File: src/rtl/fadd_pipe.sv
// Pipelined IEEE-754 adder/subtractor with parametrised exponent/mantissa widths,
// round-to-nearest-even, overflow/invalid flags and a globally stalled valid/ready pipeline.
module fadd_pipe #(
  parameter int unsigned EW = 8,
  parameter int unsigned MW = 23,
  localparam int unsigned W = 1 + EW + MW
) (
  input  logic         clk,
  input  logic         rstn,
  input  logic         in_valid,
  output logic         in_ready,
  input  logic [W-1:0] x1,
  input  logic [W-1:0] x2,
  input  logic         sub,
  output logic         out_valid,
  input  logic         out_ready,
  output logic [W-1:0] y,
  output logic         ovf,
  output logic         inv
);
  localparam int unsigned SW   = MW + 4;
  localparam int unsigned LZW  = $clog2(SW + 1);
  localparam int unsigned EMAX = (32'd1 << EW) - 32'd1;
  localparam logic [W-1:0] QNAN = {1'b0, {EW{1'b1}}, 1'b1, {(MW-1){1'b0}}};

  typedef struct packed {
    logic         valid;
    logic [W-1:0] a;
    logic [W-1:0] b;
  } s0_t;

  typedef struct packed {
    logic          valid;
    logic          sign;
    logic          eff_sub;
    logic [EW-1:0] exp;
    logic [SW-1:0] sig_l;
    logic [SW-1:0] sig_s;
    logic          spec;
    logic          spec_inv;
    logic [W-1:0]  spec_y;
  } s1_t;

  typedef struct packed {
    logic           valid;
    logic           sign;
    logic           eff_sub;
    logic [EW-1:0]  exp;
    logic [SW:0]    sum;
    logic [LZW-1:0] lzc;
    logic           spec;
    logic           spec_inv;
    logic [W-1:0]   spec_y;
  } s2_t;

  function automatic logic [LZW-1:0] lzc_f(input logic [SW-1:0] v);
    lzc_f = LZW'(SW);
    for (int i = 0; i < int'(SW); i++) begin
      if (v[i]) lzc_f = LZW'(int'(SW) - 1 - i);
    end
  endfunction

  s0_t s0_d, s0_q;
  s1_t s1_d, s1_q;
  s2_t s2_d, s2_q;
  logic         out_valid_q;
  logic [W-1:0] y_d, y_q;
  logic         ovf_d, ovf_q, inv_d, inv_q;
  logic         advance;

  assign advance   = !out_valid_q | out_ready;
  assign in_ready  = advance;
  assign out_valid = out_valid_q;
  assign y         = y_q;
  assign ovf       = ovf_q;
  assign inv       = inv_q;

  // Operand capture; the subtract flag is folded into B's sign here
  always_comb begin
    s0_d       = '0;
    s0_d.valid = in_valid;
    s0_d.a     = x1;
    s0_d.b     = {x2[W-1] ^ sub, x2[W-2:0]};
  end

  logic          sa, sb, a_sub, b_sub, a_nan, b_nan, a_inf, b_inf, a_ge, sticky;
  logic [EW-1:0] ea, eb, eea, eeb, d;
  logic [MW-1:0] ma, mb;
  logic [SW-1:0] sig_a, sig_b, sig_sm, sig_sh;

  // Stage 1: unpack, classify, order by magnitude, align the smaller significand
  always_comb begin
    sa     = s0_q.a[W-1];
    sb     = s0_q.b[W-1];
    ea     = s0_q.a[W-2:MW];
    eb     = s0_q.b[W-2:MW];
    ma     = s0_q.a[MW-1:0];
    mb     = s0_q.b[MW-1:0];
    a_sub  = (ea == '0);
    b_sub  = (eb == '0);
    a_nan  = (&ea) & (|ma);
    b_nan  = (&eb) & (|mb);
    a_inf  = (&ea) & ~(|ma);
    b_inf  = (&eb) & ~(|mb);
    eea    = a_sub ? EW'(1) : ea;
    eeb    = b_sub ? EW'(1) : eb;
    sig_a  = {~a_sub, ma, 3'b000};
    sig_b  = {~b_sub, mb, 3'b000};
    a_ge   = ({ea, ma} >= {eb, mb});
    s1_d   = '0;
    s1_d.valid   = s0_q.valid;
    s1_d.eff_sub = sa ^ sb;
    if (a_ge) begin
      s1_d.sign  = sa;
      s1_d.exp   = eea;
      s1_d.sig_l = sig_a;
      sig_sm     = sig_b;
      d          = eea - eeb;
    end else begin
      s1_d.sign  = sb;
      s1_d.exp   = eeb;
      s1_d.sig_l = sig_b;
      sig_sm     = sig_a;
      d          = eeb - eea;
    end
    if (32'(d) >= SW) begin
      sig_sh = '0;
      sticky = |sig_sm;
    end else begin
      sig_sh = sig_sm >> d;
      sticky = |(sig_sm & ~({SW{1'b1}} << d));
    end
    s1_d.sig_s = {sig_sh[SW-1:1], sig_sh[0] | sticky};
    if (a_nan | b_nan) begin
      s1_d.spec     = 1'b1;
      s1_d.spec_inv = 1'b1;
      s1_d.spec_y   = QNAN;
    end else if (a_inf & b_inf & (sa != sb)) begin
      s1_d.spec     = 1'b1;
      s1_d.spec_inv = 1'b1;
      s1_d.spec_y   = QNAN;
    end else if (a_inf) begin
      s1_d.spec   = 1'b1;
      s1_d.spec_y = {sa, {EW{1'b1}}, {MW{1'b0}}};
    end else if (b_inf) begin
      s1_d.spec   = 1'b1;
      s1_d.spec_y = {sb, {EW{1'b1}}, {MW{1'b0}}};
    end
  end

  // Stage 2: magnitude add/subtract (never negative thanks to ordering) and leading-zero count
  always_comb begin
    s2_d          = '0;
    s2_d.valid    = s1_q.valid;
    s2_d.sign     = s1_q.sign;
    s2_d.eff_sub  = s1_q.eff_sub;
    s2_d.exp      = s1_q.exp;
    s2_d.spec     = s1_q.spec;
    s2_d.spec_inv = s1_q.spec_inv;
    s2_d.spec_y   = s1_q.spec_y;
    s2_d.sum      = s1_q.eff_sub ? ({1'b0, s1_q.sig_l} - {1'b0, s1_q.sig_s})
                                 : ({1'b0, s1_q.sig_l} + {1'b0, s1_q.sig_s});
    s2_d.lzc      = lzc_f(s2_d.sum[SW-1:0]);
  end

  logic [SW-1:0] norm;
  logic [MW+1:0] mant;
  int unsigned   e_i, sh_i;
  logic          rnd_up, res_ovf, res_inv;
  logic [W-1:0]  res;

  // Stage 3: normalise (left shift floored at exponent 1), round ties-to-even, pack
  always_comb begin
    norm    = '0;
    mant    = '0;
    e_i     = 32'(s2_q.exp);
    sh_i    = 0;
    rnd_up  = 1'b0;
    res     = '0;
    res_ovf = 1'b0;
    res_inv = 1'b0;
    if (s2_q.sum[SW]) begin
      norm = {s2_q.sum[SW:2], s2_q.sum[1] | s2_q.sum[0]};
      e_i  = e_i + 1;
    end else begin
      sh_i = (32'(s2_q.lzc) < e_i - 1) ? 32'(s2_q.lzc) : e_i - 1;
      norm = s2_q.sum[SW-1:0] << sh_i;
      e_i  = e_i - sh_i;
    end
    rnd_up = norm[2] & (norm[3] | norm[1] | norm[0]);
    mant   = {1'b0, norm[SW-1:3]} + {{(MW+1){1'b0}}, rnd_up};
    if (mant[MW+1]) begin
      mant = mant >> 1;
      e_i  = e_i + 1;
    end
    if (s2_q.spec) begin
      res     = s2_q.spec_y;
      res_inv = s2_q.spec_inv;
    end else if (s2_q.sum == '0) begin
      res = {s2_q.sign & ~s2_q.eff_sub, {(W-1){1'b0}}};
    end else if (e_i >= EMAX) begin
      res     = {s2_q.sign, {EW{1'b1}}, {MW{1'b0}}};
      res_ovf = 1'b1;
    end else begin
      res = {s2_q.sign, (mant[MW] ? EW'(e_i) : {EW{1'b0}}), mant[MW-1:0]};
    end
    y_d   = s2_q.valid ? res : '0;
    ovf_d = s2_q.valid & res_ovf;
    inv_d = s2_q.valid & res_inv;
  end

  // All ranks advance together; a stalled output freezes the whole pipe
  always_ff @(posedge clk or negedge rstn) begin
    if (!rstn) begin
      s0_q        <= '0;
      s1_q        <= '0;
      s2_q        <= '0;
      out_valid_q <= 1'b0;
      y_q         <= '0;
      ovf_q       <= 1'b0;
      inv_q       <= 1'b0;
    end else if (advance) begin
      s0_q        <= s0_d;
      s1_q        <= s1_d;
      s2_q        <= s2_d;
      out_valid_q <= s2_q.valid;
      y_q         <= y_d;
      ovf_q       <= ovf_d;
      inv_q       <= inv_d;
    end
  end

endmodule

File: config.mk
export PLATFORM = sky130hd
export DESIGN_NAME = fadd_pipe
export DESIGN_NICKNAME = d
export VERILOG_FILES = /design/src/rtl/fadd_pipe.sv
export SDC_FILE = /design/constraint.sdc
export NUM_CORES = 1
export LEC_CHECK = 0
export ABC_AREA = 1
export CORE_MARGIN = 8
export CORE_UTILIZATION = 29
export DETAILED_ROUTE_END_ITERATION = 10
export GPL_TIMING_DRIVEN = 0
export PLACE_DENSITY = 0.43
export SETUP_SLACK_MARGIN = 0.2
export SKIP_LAST_GASP = 1
export SLEW_MARGIN = 20
export SYNTH_ARGS = -nofsm -noshare
export SYNTH_HDL_FRONTEND = slang
export SYNTH_SLANG_ARGS = --single-unit
File: constraint.sdc
create_clock -name clk -period 12.1 [get_ports clk]
set_clock_uncertainty 0.15 [all_clocks]
set_input_delay 2.42 -clock clk [delete_from_list [all_inputs] [get_ports clk]]
set_output_delay 2.42 -clock clk [all_outputs]
set_load 0.02 [all_outputs]
Word level (Yosys, flattened, before mapping)
Cells that the tools add are included.
- register bits: 277
- $add $sub $neg: 9
- order comparisons: 4
- equality and inequality tests: 1
- shift-type cells: 3
- multiplexer cells: 58
- bitwise logic cells: 25
- reductions and logical operators: 10
- operator list (operator ; count):
    2-to-1 mux 32 bit ; 9
    2-to-1 mux 5 bit ; 26
    2-to-1 mux 27 bit ; 3
    OR reduction 27 bit ; 2
    OR reduction 23 bit ; 2
    2-to-1 mux 35 bit ; 1
    2-to-1 mux 34 bit ; 1
    adder 32 x 1 -> 32 bit, second input constant ; 1
    >= comparator 32 x 8 -> 1 bit, second input constant ; 1
    less-than comparator 5 x 32 -> 1 bit ; 1
    2-to-1 mux 8 bit ; 4
    left shift 27 x 32 -> 27 bit ; 1
    subtractor 8 x 32 -> 32 bit ; 1
    >= comparator 31 bit ; 1
    2-to-1 mux 31 bit ; 1
    adder 27 x 27 -> 28 bit ; 1
    logical NOT 28 bit ; 1
    2-to-1 mux 28 bit ; 1
    subtractor 27 x 27 -> 28 bit ; 1
    bitwise AND 27 bit ; 1
    NOT 27 bit ; 1
    left shift 27 x 8 -> 27 bit, first input constant ; 1
    >> shifter 27 x 8 -> 27 bit ; 1
    adder 24 x 1 -> 25 bit ; 1
    14 further kinds ; 46

Depth between registers and ports, before layout
Gate-level depths: netlist of the first run.
- depth in word-level cells: 29
- gate-level depth with buffers: 49

Least setup slack after synthesis of the first run
No wires, ideal clock.
- kind: in2out
- start: input out_ready
- end: output in_ready
- arrival: 3.519 ns
- slack: 6.011 ns
- stages: 4
- path through: nor2_1 > clkinv_1 > clkbuf_1 > buf_1
- word-level cells in the longest chain between the ends: 1
- ends and longest elaborated chain (element ; RTL line ; text):
    from (decl) ; 16 ; input logic out_ready,
    OR 1 bit ; 71 ; assign advance = !out_valid_q | out_ready;
    to (decl) ; 11 ; output logic in_ready,
No other way between the ends.

Worst setup path after layout of the first run
Same ends and word-level chain as after synthesis.

==> results of run 1 <==
cells in the final DEF, fill, tap and decap left out, types with 8 or more instances in the layout:
cell type / n
sky130_fd_sc_hd__a31oi_1: 8
sky130_fd_sc_hd__a21oi_1: 94
sky130_fd_sc_hd__xnor2_1: 31
sky130_fd_sc_hd__buf_1: 10
sky130_fd_sc_hd__clkdlybuf4s50_1: 103
sky130_fd_sc_hd__or2_2: 9
sky130_fd_sc_hd__nand3_1: 316
sky130_fd_sc_hd__ha_1: 88
sky130_fd_sc_hd__clkbuf_1: 93
sky130_fd_sc_hd__inv_1: 316
sky130_fd_sc_hd__nor2_1: 219
sky130_fd_sc_hd__dfrtp_1: 212
sky130_fd_sc_hd__buf_6: 12
sky130_fd_sc_hd__o21ai_0: 328
sky130_fd_sc_hd__o21ai_1: 13
sky130_fd_sc_hd__nand4_1: 55
sky130_fd_sc_hd__nand2_1: 862
sky130_fd_sc_hd__conb_1: 8
sky130_fd_sc_hd__xor2_1: 54
sky130_fd_sc_hd__nand2_2: 12
sky130_fd_sc_hd__clkbuf_8: 8
sky130_fd_sc_hd__clkbuf_16: 28
sky130_fd_sc_hd__nor4_1: 31
sky130_fd_sc_hd__nor3_1: 30
sky130_fd_sc_hd__buf_4: 11
sky130_fd_sc_hd__o21ai_2: 21
sky130_fd_sc_hd__buf_2: 15
sky130_fd_sc_hd__inv_2: 9
sky130_fd_sc_hd__nor2_2: 10
sky130_fd_sc_hd__o22ai_1: 11
tightest hold or removal path: stages, from the launching register on:
cell                      delay [ps]
sky130_fd_sc_hd__dfrtp_1         320
sky130_fd_sc_hd__inv_1            60
sky130_fd_sc_hd__nand2_1          60
per-stage QoR:
step                hold WS, ps  area [sq um]
floorplan                   282         18800
global route                345         22000
detailed placement          307         21000
finish                      315         22000
global placement            308         20900
CTS                         323         22000
registers in the layout (all words and copies together), names as in the netlist:
name,count
inv,1
s2_q,47
eb,8
out_valid,1
mb,23
ea,8
y,32
ovf,1
s1_q,65
s0_q,3
ma,23
logic make-up (layout without fill, tap and decap cells):
logic type / after synthesis / count (layout) / share of synthesized area [%]
simple gates: 1569 / 1569 / 36.1
compound gates: 523 / 523 / 15.4
buf+inv: 467 / 626 / 10.1
flops: 212 / 212 / 28.3
fa+ha+maj: 90 / 90 / 6.08
xor+xnor: 85 / 85 / 3.97
other cells: 1 / 8 / 0.0200
mux: 1 / 1 / 0.0534
layer usage:
metal	vias to the layer above	GRT usage, %
li1	9992	-
met1	9647	26.7
met2	538	39.4
met3	138	1.89
met4	0	8.02
met5	-	0
cell type report:
class                           count  area, sq um  share of cell area (%)
Multi-Input combinational cell   2276        11600                    52.8
Sequential cell                   212         5310                    24.2
Inverter                          330         1240                    5.65
Timing Repair Buffer              107         1110                    5.05
Tap cell                          855         1070                    4.87
Clock buffer                       39          822                    3.74
Buffer                            137          661                    3.01
Clock inverter                     13          163                   0.741
worst paths after layout:
path | startpoint | to | slack [ps] | cells after the start
max | out_ready | in_ready | 3580 | 6
min | s2_q[77]$_DFFE_PN0P_ | out_valid$_DFFE_PN0P_ | 310 | 2
max reg2reg | s2_q[67]$_DFFE_PN0P_ | ovf$_DFFE_PN0P_ | 4670 | 44
min reg2reg | s2_q[77]$_DFFE_PN0P_ | out_valid$_DFFE_PN0P_ | 310 | 2
max in group asynchronous | rstn | ovf$_DFFE_PN0P_ | 9340 | 2
min in group asynchronous | rstn | s2_q[48]$_DFFE_PN0P_ | 1620 | 1
==> flow_summary.ini, run 1 <==
[floorplan]
num_io_pins = 105
chipHeight_microns = 270
fp.dieArea_sq_um = 73100
core_sq_um = 64200
placementRows = 93
die_width_microns = 270
start_util_pct = 29.2

[placed_design]
placement.setup.worst_slack_ps = 3560
globalplace.congestion = 0.948
dp.cells = 3917
io_buffer_count = 104
hpwl_microns = 68100

[cts]
h_tree_lvl_count = 1
clock_tree.buffer_depth = 3
worst_setup_hold_path_clk_slew_ps = 60
tritoncts_num_sinks = 212
cts_hold_buffers = 0
cts.repair.resized = 0
tritoncts = yes
clkLatencyLatePin_ps = 600
setup_repair_bufs_after_cts = 0
total_cts_buffers = 28
cts_root_buf = sky130_fd_sc_hd__clkbuf_16

[route]
topRoutingLayerUsed = met4
drt_wl_total_microns = 82500
drtPass1Iterations = 8
m1WireLength_microns = 35100
dr_wl_met3_microns = 2940
ant_nets = 0
violation_count_after_the_first_detailed_routing_iteration = 1252
drc = 0
routedWlPerCell_microns = 20.8
via_count = 20300
vias_per_cell = 5.12
met2_length_microns = 41000

[setup_path]
critPathTopFamily = buffers and inverters
critical_path.most_common_cell = sky130_fd_sc_hd__clkdlybuf4s50_1
biggest_cell_delay_along_the_critical_path_ps = 710
worstSetupStartpointType = primary input
cp.arrival_ps = 5950
path_cells = clkdlybuf4s50_1 > nor2_1 > clkinv_1 > clkbuf_1 > buf_1 > clkdlybuf4s50_1
critical-path-slowest-cell = sky130_fd_sc_hd__clkinv_1
critical_path.n_buffers_inverters = 5
setup.worst_path.class = in2out
cp_max_fo = 10
worstPathRequired_ps = 9530
cp-end-kind = primary output

[yosys]
post-synth-top-count-cell = sky130_fd_sc_hd__nand2_1
synth_top_flop_cell = sky130_fd_sc_hd__dfrtp_1
yosys-top-cells-count = sky130_fd_sc_hd__nand2_1 (862), sky130_fd_sc_hd__o21ai_0 (328), sky130_fd_sc_hd__inv_1 (316), sky130_fd_sc_hd__nand3_1 (316), sky130_fd_sc_hd__nor2_1 (219)
yosysTopAreaCell = sky130_fd_sc_hd__dfrtp_1
synth_top_cells_by_area = sky130_fd_sc_hd__dfrtp_1 (28%), sky130_fd_sc_hd__nand2_1 (17%), sky130_fd_sc_hd__o21ai_0 (8.8%)
share_of_synthesized_registers_carrying_an_async_set_or_reset_pct = 100
yosysTopAreaCellShare_pct = 28.3
synth.distinct_cells = 57
synthesis.area_sq_um = 18800
synth.yosys.seq_area_share_pct = 28.3
synth-edff-count = 0
yosys_warnings = 0
yosys_register_bits = 212
syn-mean-instance-area_sq_um = 6.36
number_of_cells_produced_by_synthesis = 2948

[timing]
fin_crit_ps = 8520
finalSetupTns_ps = 0
timing.final.ws_setup_ps = 3580
finalMaxSlewViolations = 0
final.period_utilization_pct = 70.4
grt_setup_unrepaired = false
achievable-frequency_mhz = 117
hold_viol = 0
tightest_slew_ps = 1070
setup_viol = 0
worst_rel_slew_slack_pct = 27.7

[job]
max_cap_violations = 0

[final_layout]
final_net_count = 3251
drive_gt1_share_pct = 5.49
antenna-diode-count = 0
final.fill_count = 7148
final_cells = 3969
area_growth_pct = 17.0
final_core_utilization_pct = 34.2

[global_route]
antenna_found_initial = 1
grt_overflow_total = 0
grt_pass1_vias = 20200
grt_max_degree = 86
total_global_routing_track_utilization_pct = 21.8
grt_first_pass_wirelength_microns = 125000

[run_status]
status = finished clean

[hold_path]
hold_path.class = reg2reg
Power of run 1 is not shown: default switching activity piles up to over one toggle a cycle in this logic, so the estimate is an artifact.
==> run 2, diff against run 1 <==
- clock period: 12.1 -> 8.6 ns (I/O delays scaled with it)
==> results of run 2 <==
The final DEF is identical to that of run 1. Status: finished clean.
Among the figures that moved: setup slack after placement 3560 ps -> 1300 ps; setup slack after layout 3580 ps -> 1170 ps; start point of the critical path out_ready -> s2_q[67]$_DFFE_PN0P_; end point of the critical path in_ready -> ovf$_DFFE_PN0P_; register-to-register setup slack 4670 ps -> 1170 ps
Power of run 2 is left out for the same reason.
